$ cat src/rtl/sc_readback_pkg.sv
// Shared constants and types for the slow-control readback checker.
package sc_readback_pkg;

  localparam int unsigned BITS_PER_ASIC_DEFAULT = 592;
  localparam int unsigned BITS_READ_REG_DEFAULT = 64;
  localparam int unsigned CNT_W                 = 13;

  localparam logic [15:0] CRC_POLY = 16'h1021;
  localparam logic [15:0] CRC_INIT = 16'hFFFF;

  typedef enum logic [1:0] {
    IDLE,
    SHIFT,
    CHECK
  } state_t;

endpackage

$ cat src/rtl/sc_crc16_serial.sv
// Serial MSB-first CRC-16-CCITT accumulator (poly 0x1021, init 0xFFFF).
module sc_crc16_serial
  import sc_readback_pkg::*;
(
  input  logic        clk,
  input  logic        reset_n,
  input  logic        init,
  input  logic        en,
  input  logic        din,
  output logic [15:0] crc
);

  logic fb;

  assign fb = crc[15] ^ din;

  always_ff @(posedge clk or negedge reset_n) begin
    if (!reset_n) begin
      crc <= CRC_INIT;
    end else if (init) begin
      crc <= CRC_INIT;
    end else if (en) begin
      crc <= {crc[14:0], 1'b0} ^ (fb ? CRC_POLY : '0);
    end
  end

endmodule

$ cat config.mk
export PLATFORM = sky130hd
export DESIGN_NAME = sc_crc16_serial
export DESIGN_NICKNAME = d
export VERILOG_FILES = /design/src/rtl/sc_readback_pkg.sv /design/src/rtl/sc_crc16_serial.sv
export SDC_FILE = /design/constraint.sdc
export NUM_CORES = 1
export LEC_CHECK = 0
export BUFFER_PORTS_ARGS = -buffer_cell sky130_fd_sc_hd__clkbuf_2
export CORE_MARGIN = 2
export CORE_UTILIZATION = 49
export CTS_CLUSTER_SIZE = 40
export DETAILED_ROUTE_END_ITERATION = 8
export PLACE_DENSITY = 0.76
export SYNTH_ARGS = -nofsm -noshare
export SYNTH_HDL_FRONTEND = slang
export SYNTH_SLANG_ARGS = --single-unit
$ cat constraint.sdc
create_clock -name clk -period 1.6 [get_ports clk]
set_input_delay 0.08 -clock clk [delete_from_list [all_inputs] [get_ports clk]]
set_output_delay 0.08 -clock clk [all_outputs]
set_load 0.03 [all_outputs]
Word level (Yosys, flattened, before mapping)

Index checks and enable logic that the tools add are counted.

Input bits: 5
Word-level logic and storage cells: 7
Bits in registers: 16
Output and inout port bits: 16

Bitwise gates (word level): 2
Muxes and demuxes: 3
Reductions and logical operators: 1

Operators by type and width:

| operator           | count |
|---|---|
| $mux W16           | 2 |
| $xor A16 B13 Y16   | 1 |
| $mux W13           | 1 |
| $reduce_bool A2 Y1 | 1 |
| $xor A1 B1 Y1      | 1 |

Logic depth before layout (Yosys ltp)

Gate-level depths: netlist of the first run.

Word-level depth: 5
Gate-level depth with buffers: 3
Mapped depth without buffers: 2

Least setup slack after synthesis of the first run

No wires, ideal clock.

Kind: register -> register
Start: register crc[15]
End: register crc[5]
Required time: 1518 ps
Clock period less this slack: 1358 ps
Setup time: 82 ps
Stages on the path, launching flop included: 3
Path buffers: 0
Data arrival time: 1276 ps
Setup slack: 242 ps
Path through: dfstp_2 xor3_1 a211o_1

Longest elaborated chain between the ends: 5

RTL lines:

| element                | line                  | RTL |
|---|---|---|
| from (decl)            | sc_crc16_serial.sv:10 | `output logic [15:0] crc` |
| from (signal assigned) | sc_crc16_serial.sv:23 | `crc <= {crc[14:0], 1'b0} ^ (fb ? CRC_POLY : '0);` |
| $xor A1 B1 Y1          | sc_crc16_serial.sv:15 | `assign fb = crc[15] ^ din;` |
| $mux W13               | sc_crc16_serial.sv:23 |  |
| $xor A16 B13 Y16       | sc_crc16_serial.sv:23 |  |
| $mux W16               | sc_crc16_serial.sv:22 | `end else if (en) begin` |
| $mux W16               | sc_crc16_serial.sv:20 | `end else if (init) begin` |

Every way passes these cells. The select of a mux whose other input is x is not followed.
A chain may end at the register's enable or synchronous reset.

Final worst setup path of the first run

Same ends and word-level chain as after synthesis.

==> reports/results.txt, run 1 <==
status - finished with violations
failing checks - negative hold slack
DR WL/cell - 13.21 um
synthesized area - 740.7 um^2
final wirelength - 1.202 mm
Syn Area/Cell - 13.23 um^2
fin util - 60.07%
synth warn - 0
DIE HEIGHT - 42.88 um
Inserted Diodes - 0
Synth Instances - 56
first-pass GRT wire length - 2.056 mm
Fin Hold WS - -0.0005818 ns
Yosys top cell area share - 56.76%
vias in the first global route - 473
post-layout minimum cycle time - 1.268 ns
total gr overflow - 0
largest register by flop count - crc
Core ar. - 1454 um^2
CTS Hold Bufs - 0
Rows - 14
initial core utilization - 50.95%
CP max-delay cell - dfstp_2
Final Skew - 0.001976 ns
CTS root buffer - clkbuf_4
Initial DRT Pass Iterations - 4
critical path startpoint category - flip-flop
IO Count - 21
post-synth cell types - 7
worst vdd ir - 0.0005232 V
Max Cap Viol - 0
Setup Crit Path Kind - reg2reg
sequential share of the synthesized area - 56.76%
Top Registers - crc x16
share of cells above drive strength 1 - 53.33%
clock buffers created by TritonCTS - 3
clk sinks - 16
Layout area overhead - 17.91%
power per cell area - 1043 nW/um^2
Post-CTS Setup Bufs - 0
Horiz. Die Dim - 42.88 um
CTS H-tree lvls - 1
fin nets - 81
Worst Path Arrival - 1.48 ns
Max transition margin - 61.67%
largest net degree at the start of global routing - 33
RSZ-0062 raised after global routing - no
worst-path maximum fanout - 5
synth cell count leaders - a211o_1 (16), dfstp_2 (16), nor2b_1 (16)
#FFs+latches synth - 16
DRC violations left - 0
Crit path required time - 1.81 ns
most common flop cell mapped by yosys - dfstp_2
post-cts gate resize count - 0
Max stage delay on crit path - 0.60 ns
max reg flops - 16
fill cell count - 122
critical path capture point type - flip-flop
final slew viol count - 0
Via density - 5.297
ys async rst share - 100.0%
Worst-path clk slew - 0.09 ns
Final GP Congestion - 0.7360
DIE AREA - 1839 um^2
maximum root-to-sink buffer count - 2
crit path cell chain - xor3_1 > a211o_1
Antenna Violating Nets Remaining - 0
Final Setup Violations - 0
syn nets - 61
GRT Util Overall - 14.54%
HP Class - in2async
Worst-Skew Late Latency - 0.28 ns
Hold Vio Cnt, Final - 3
setup TNS - 0 ns
DR vias - 482
P_leak - 0.3948 nW
measured slew at the worst slew-check pin - 0.5749 ns
EDFF count, synth - 0
initial drt markers - 3
largest area contributor in the netlist - dfstp_2
top cells by area, synth - dfstp_2 (57%), a211o_1 (19%), nor2b_1 (14%)
Highest Clock Rate - 0.7884 GHz
period utilization - 79.28%
Port Buffer Count - 20
initial antenna violation count - 0
TritonCTS clock tree - yes
-- logic make-up (layout without fill, tap and decap cells) --
family	count (synthesis)	in the layout	synth area share, %
flip-flops	16	16	56.76
buffers and inverters	5	24	3.209
XOR/XNOR	3	3	7.602
AND/OR/NAND/NOR	16	16	13.51
AO/OA/AOI/OAI	16	16	18.92
-- layout make-up --
cell class / instances / area (um^2) / area share, %
clock buffer: 4 / 36.28 / 4.155
timing repair buffer: 20 / 100.1 / 11.46
tap: 16 / 20.02 / 2.292
multi-input combinational: 35 / 296.5 / 33.95
sequential: 16 / 420.4 / 48.14
-- per-layer routing --
layer  share of wire, %  vias to the layer above  global-route usage, %
met4                  0                        0                  3.750
met2                 47                       14                  22.12
met3                5.9                        0                  2.979
met5                  0                        -                      0
li1                   -                      237                      -
met1                 47                      231                  21.17
-- critical path, delay by kind of cell, from the launching register on --
kind | cells | cell delay (ns)
AO/OA/AOI/OAI | 1 | 0.30
XOR/XNOR | 1 | 0.31
flip-flops | 1 | 0.60
-- power by group --
group          total (mW)  internal, mW  switching (mW)
sequential          0.474         0.453          0.0207
clock               0.260         0.138           0.122
combinational       0.177        0.0687           0.108
total               0.911         0.660           0.251
-- through the flow --
| step | hold WS (ns) | std cells | area (um^2) | power, mW | setup slack [ns] |
|---|---|---|---|---|---|
| after floorplan | -0.06784 | 56 | 740.7 | 0.6137 | 0.2423 |
| after global placement | 0.3103 | 87 | 837.1 | 0.6567 | 0.3622 |
| after detailed placement | 0.3180 | 87 | 837.1 | 0.6602 | 0.3380 |
| after CTS | 0.001856 | 91 | 873.3 | 0.9281 | 0.3289 |
| after global routing | 0.06434 | 91 | 873.3 | 0.9594 | 0.2855 |
| final | -0.0005818 | 91 | 873.3 | 0.9108 | 0.3315 |
-- placed cells by master, fill, tap and decap left out, drive strengths merged --
cell	count
clkbuf	24
a211o	16
xor3	2
xor2	1
nor2b	16
dfstp	16
-- final timing paths --
check                        start  endpoint  slack, ns  depth (start not counted)
max                        crc[15]    crc[5]       0.33                          2
min                        reset_n    crc[1]    -0.0006                          1
max reg2reg                crc[15]    crc[5]       0.33                          2
min reg2reg                 crc[0]    crc[1]       0.62                          1
max in group asynchronous  reset_n   crc[11]       1.57                          1
min in group clk               din    crc[0]       0.21                          3
No activity file was read; power rests on OpenSTA's default activity.
==> run 2: changes to the inputs <==
==> constraint.sdc (replaced) <==
create_clock -name clk -period 1.2 [get_ports clk]
set_input_delay 0.06 -clock clk [delete_from_list [all_inputs] [get_ports clk]]
set_output_delay 0.06 -clock clk [all_outputs]
set_load 0.03 [all_outputs]
==> reports/results.txt, run 2 (same netlist as run 1, synthesis figures left out) <==
Hold Vio Cnt, Final - 0 (-3)
multi-input logic area - 296.5 um^2 (unchanged)
HP Class - in2reg
total gr overflow - 0 (unchanged)
Setup Crit Path Kind - reg2reg
Comb pwr share - 21.1% (+1.7 points)
Worst Path Arrival - 1.41 ns (-0.07 ns)
critical path capture point type - flip-flop
largest net degree at the start of global routing - 33 (unchanged)
clk sinks - 16 (unchanged)
Initial DRT Pass Iterations - 3 (-1)
period utilization - 99.75% (+20 points)
dpl hpwl - 869.2 um
TritonCTS clock tree - yes
Core ar. - 1454 um^2 (unchanged)
RSZ-0062 raised after global routing - yes
power per cell area - 1314 nW/um^2 (+26%)
share of cells above drive strength 1 - 52.00% (-1.3 points)
Clk pwr share - 23.3% (-5.2 points)
Worst-path clk slew - 0.08 ns (about the same)
max reg flops - 16 (unchanged)
first-pass GRT wire length - 2.132 mm (+3.7%)
Post-CTS Setup Bufs - 0 (unchanged)
Horiz. Die Dim - 42.88 um (unchanged)
pre-CTS setup slack - 0.009039 ns (-0.3290 ns)
Highest Clock Rate - 0.8354 GHz (+6.0%)
DIE AREA - 1839 um^2 (unchanged)
switching share of power - 28.67% (+1.1 points)
worst vdd ir - 0.0006085 V (+16%)
commonest non-fill, non-tap cells in the layout - clkbuf_2 (20), nor2b_1 (16), a211o_1 (16), dfstp_2 (16), clkbuf_4 (3)
initial core utilization - 50.95% (unchanged)
overall power - 1.142 mW (+25%)
post-layout minimum cycle time - 1.197 ns (-0.07145 ns)
CTS H-tree lvls - 1 (unchanged)
Port Buffer Count - 20 (unchanged)
Max Cap Viol - 0 (unchanged)
DRC violations left - 0 (unchanged)
Rows - 14 (unchanged)
vias in the first global route - 490 (+3.6%)
Int Power - 814.7 uW (+23%)
Max transition margin - 62.31% (+0.63 points)
Final Skew - 0.001826 ns (-0.0001499 ns)
status - finished clean
GRT Util Overall - 15.96% (+1.4 points)
Inserted Diodes - 0 (unchanged)
DIE HEIGHT - 42.88 um (unchanged)
critical path startpoint category - flip-flop
IO Count - 21 (unchanged)
Final GP Congestion - 0.6934 (-5.8%)
initial antenna violation count - 0 (unchanged)
Via density - 5.538 (+4.6%)
initial drt markers - 4 (+1)
Final Setup Violations - 0 (unchanged)
NetSw - 327.5 uW (+31%)
maximum root-to-sink buffer count - 2 (unchanged)
most common cell after layout, fill and taps aside - clkbuf_2
fill cell count - 135 (+11%)
Crit path required time - 1.41 ns (-0.40 ns)
DR vias - 504 (+4.6%)
CTS root buffer - clkbuf_4
measured slew at the worst slew-check pin - 0.5654 ns (-0.009506 ns)
DR WL/cell - 14.25 um (+7.9%)
final slew viol count - 0 (unchanged)
sequential cell area - 420.4 um^2 (unchanged)
Layout area overhead - 17.40%
setup TNS - 0 ns (unchanged)
Fin Hold WS - 0.2395 ns (+0.2401 ns)
fin nets - 82 (+1.2%)
Seq pwr share - 55.6% (+3.6 points)
Top Registers - crc x16
worst-path maximum fanout - 3 (-2)
largest register by flop count - crc
Antenna Violating Nets Remaining - 0 (unchanged)
final wirelength - 1.297 mm (+7.9%)
Worst-Skew Late Latency - 0.28 ns (about the same)
P_leak - 0.3918 nW (-0.76%)
post-route setup slack - 0.002983 ns (-0.3285 ns)
clock buffers created by TritonCTS - 3 (unchanged)
## run 2: what timing repair did
item,CTS,global route
gates resized for setup,0,0
setup endpoints to repair,1,2
hold endpoints to repair,16,0
hold buffers,1,0
## run 2: critical path, cell delays in order, from the launching register on
cell and delay [ns]:
dfstp_2 0.56, xor3_1 0.31, a211o_1 0.27
## run 2: routing by layer
layer	global-route usage (%)	wire [um]
met4	9.375	22
met2	25.76	626
met3	2.553	59
met1	20.00	588
met5	0	0
## run 2: final timing paths
path / start / to / slack [ns] / depth (start not counted)
setup reg to reg: crc[11] / crc[12] / 0.003 / 2
hold reg to reg: crc[3] / crc[4] / 0.62 / 1
max in group asynchronous: reset_n / crc[3] / 0.66 / 2
hold / removal: init / crc[9] / 0.24 / 2
min in group asynchronous: reset_n / crc[9] / 0.52 / 2
setup / recovery: crc[11] / crc[12] / 0.003 / 2
## run 2: stage by stage
stage	util, %	instance area [um^2]	std cells
6_report	59.81	869.6	91
5_1_grt	59.81	869.6	91
4_1_cts	59.81	869.6	91
3_5_place_dp	57.57	837.1	87
3_3_place_gp	57.57	837.1	87
2_1_floorplan	-	740.7	56
## run 2: cell type report
type	count	area share (%)
Sequential cell	16	48.35
Multi-Input combinational cell	35	34.10
Timing Repair Buffer	21	12.66
Clock buffer	3	2.590
Tap cell	16	2.302
## run 2: power groups by stage
stage                     clock network [mW]  logic, mW  registers [mW]
after floorplan                            0      0.102           0.716
after global placement                     0      0.237           0.640
after detailed placement                   0      0.240           0.643
after CTS                              0.281      0.243           0.635
after global routing                   0.308      0.259           0.642
final                                  0.267      0.241           0.635
==> run 3: changes to the inputs <==
--- a/config.mk
+++ b/config.mk
@@ -5,12 +5,14 @@
 export SDC_FILE = /design/constraint.sdc
 export NUM_CORES = 1
 export LEC_CHECK = 0
+export ABC_CLOCK_PERIOD_IN_PS = 1200
 export BUFFER_PORTS_ARGS = -buffer_cell sky130_fd_sc_hd__clkbuf_2
 export CORE_MARGIN = 2
 export CORE_UTILIZATION = 49
 export CTS_CLUSTER_SIZE = 40
 export DETAILED_ROUTE_END_ITERATION = 8
 export PLACE_DENSITY = 0.76
+export RECOVER_POWER = 25
 export SYNTH_ARGS = -nofsm -noshare
 export SYNTH_HDL_FRONTEND = slang
 export SYNTH_SLANG_ARGS = --single-unit
==> reports/results.txt, run 3 (same netlist as run 1, synthesis figures left out) <==
status - finished clean
initial drt markers - 1 (-3)
critical path startpoint category - flip-flop
fill cell count - 136 (+0.74%)
Crit path required time - 1.41 ns (about the same)
worst r2r path cells - 2 (unchanged)
commonest non-fill, non-tap cells in the layout - clkbuf_2 (19), nor2b_1 (16), a211o_1 (16), dfstp_2 (16), clkbuf_4 (3)
grt met2 use - 25.76% (unchanged)
Crit path max-delay family - flip-flops
Highest Clock Rate - 0.8354 GHz (about the same)
Non-Filler Instances - 91 (unchanged)
max reg flops - 16 (unchanged)
DRC violations left - 0 (unchanged)
WP depth - 2 (unchanged)
initial antenna violation count - 0 (unchanged)
most common cell after layout, fill and taps aside - clkbuf_2
Final GP Congestion - 0.6934 (unchanged)
first-pass GRT wire length - 2.132 mm (unchanged)
largest register by flop count - crc
Final Cell Area - 868.3 um^2 (-0.14%)
post-layout minimum cycle time - 1.197 ns (-0.00001454 ns)
Max transition margin - 44.41% (-18 points)
crit path cell chain - xor3_1 > a211o_1
Inserted Diodes - 0 (unchanged)
CP max-delay cell - dfstp_2
dpl cell area - 837.1 um^2 (unchanged)
overall power - 1.142 mW (about the same)
clock buffers created by TritonCTS - 3 (unchanged)
total gr overflow - 0 (unchanged)
Max stage delay on crit path - 0.56 ns (about the same)
critical path capture point type - flip-flop
IO Count - 21 (unchanged)
Core ar. - 1454 um^2 (unchanged)
global routing usage on met1 - 20.00% (unchanged)
Horiz. Die Dim - 42.88 um (unchanged)
RSZ-0062 raised after global routing - yes
Hold Vio Cnt, Final - 0 (unchanged)
Final Skew - 0.001749 ns (-0.00007711 ns)
sequential cell area - 420.4 um^2 (unchanged)
Worst-Skew Late Latency - 0.28 ns (about the same)
worst hold stages - 2 (unchanged)
TritonCTS clock tree - yes
Layout area overhead - 17.23%
share of cells above drive strength 1 - 50.67% (-1.3 points)
DR WL/cell - 14.27 um (+0.15%)
Max Cap Viol - 0 (unchanged)
post-cts gate resize count - 0 (unchanged)
buffers and inverters on the worst path - 0 (unchanged)
power per cell area - 1315 nW/um^2 (about the same)
initial core utilization - 50.95% (unchanged)
Port Buffer Count - 20 (unchanged)
Antenna Violating Nets Remaining - 0 (unchanged)
setup TNS - 0 ns (unchanged)
largest net degree at the start of global routing - 33 (unchanged)
worst-path maximum fanout - 3 (unchanged)
Final Setup Violations - 0 (unchanged)
Via density - 5.538 (unchanged)
maximum root-to-sink buffer count - 2 (unchanged)
DIE AREA - 1839 um^2 (unchanged)
Top Registers - crc x16
multi-input logic area - 296.5 um^2 (unchanged)
DIE HEIGHT - 42.88 um (unchanged)
Initial DRT Pass Iterations - 3 (unchanged)
period utilization - 99.75% (about the same)
Worst-path clk slew - 0.08 ns (about the same)
Fin Hold WS - 0.2396 ns (+0.00005500 ns)
Setup Crit Path Kind - reg2reg
P_leak - 0.3888 nW (-0.76%)
GRT Util Overall - 15.96% (unchanged)
DR vias - 504 (unchanged)
measured slew at the worst slew-check pin - 0.8339 ns (+0.2685 ns)
vias in the first global route - 490 (unchanged)
met3 usage - 2.553% (unchanged)
Rows - 14 (unchanged)
CTS root buffer - clkbuf_4
Worst Path Arrival - 1.41 ns (about the same)
clk sinks - 16 (unchanged)
dpl hpwl - 869.2 um (unchanged)
HP Class - in2reg
final slew viol count - 0 (unchanged)
placed cells - 87 (unchanged)
final wirelength - 1.299 mm (+0.15%)
worst vdd ir - 0.0006080 V (about the same)
fin nets - 82 (unchanged)
GR peak layer - met2
CTS H-tree lvls - 1 (unchanged)
## run 3: cell count changes in the layout (fill, tap and decap cells not counted)
cell | previous run | this run
clkbuf_1 | 0 | 1
clkbuf_2 | 20 | 19
## run 3: routing by layer
layer,routed length (um),vias to the layer above
li1,-,239
met1,590,248
met2,627,13
met3,59,4
met4,22,0
met5,0,-
## run 3: worst register-to-register path: stages, from the launching register on
cell,delay (ns)
dfstp_2,0.56
xor3_1,0.31
a211o_1,0.27
## run 3: what timing repair did
| item | 4_1_cts | 5_1_grt |
|---|---|---|
| hold buffers | 1 | 0 |
| buffers inserted | 0 | 0 |
| endpoints found under the setup margin | 1 | 2 |
| pin swaps | 0 | 0 |
| hold endpoints to repair | 16 | 0 |
## run 3: final timing paths
| check | endpoint | slack [ns] | start |
|---|---|---|---|
| max | crc[12] | 0.003 | crc[11] |
| min | crc[9] | 0.24 | init |
| max reg2reg | crc[12] | 0.003 | crc[11] |
| min reg2reg | crc[4] | 0.62 | crc[3] |
| max in group asynchronous | crc[3] | 0.37 | reset_n |
| min in group asynchronous | crc[9] | 0.80 | reset_n |
## run 3: stage by stage
stage	util, %	worst slack, ns
6_report	59.72	0.002998
5_1_grt	59.72	-0.03712
4_1_cts	59.81	-0.002678
3_5_place_dp	57.57	0.009039
3_3_place_gp	57.57	0.05280
2_1_floorplan	-	-0.07387
## run 3: area by class of cell
type	count	share of cell area [%]
clock buffer	3	2.594
timing repair buffer	21	12.54
multi-input combinational	35	34.15
sequential	16	48.41
tap	16	2.305
## run 3: power breakdown
part | total [mW] | switching (mW) | internal (mW)
registers | 0.635 | 0.0302 | 0.604
clock network | 0.267 | 0.150 | 0.116
logic | 0.240 | 0.147 | 0.0934
total | 1.14 | 0.327 | 0.814
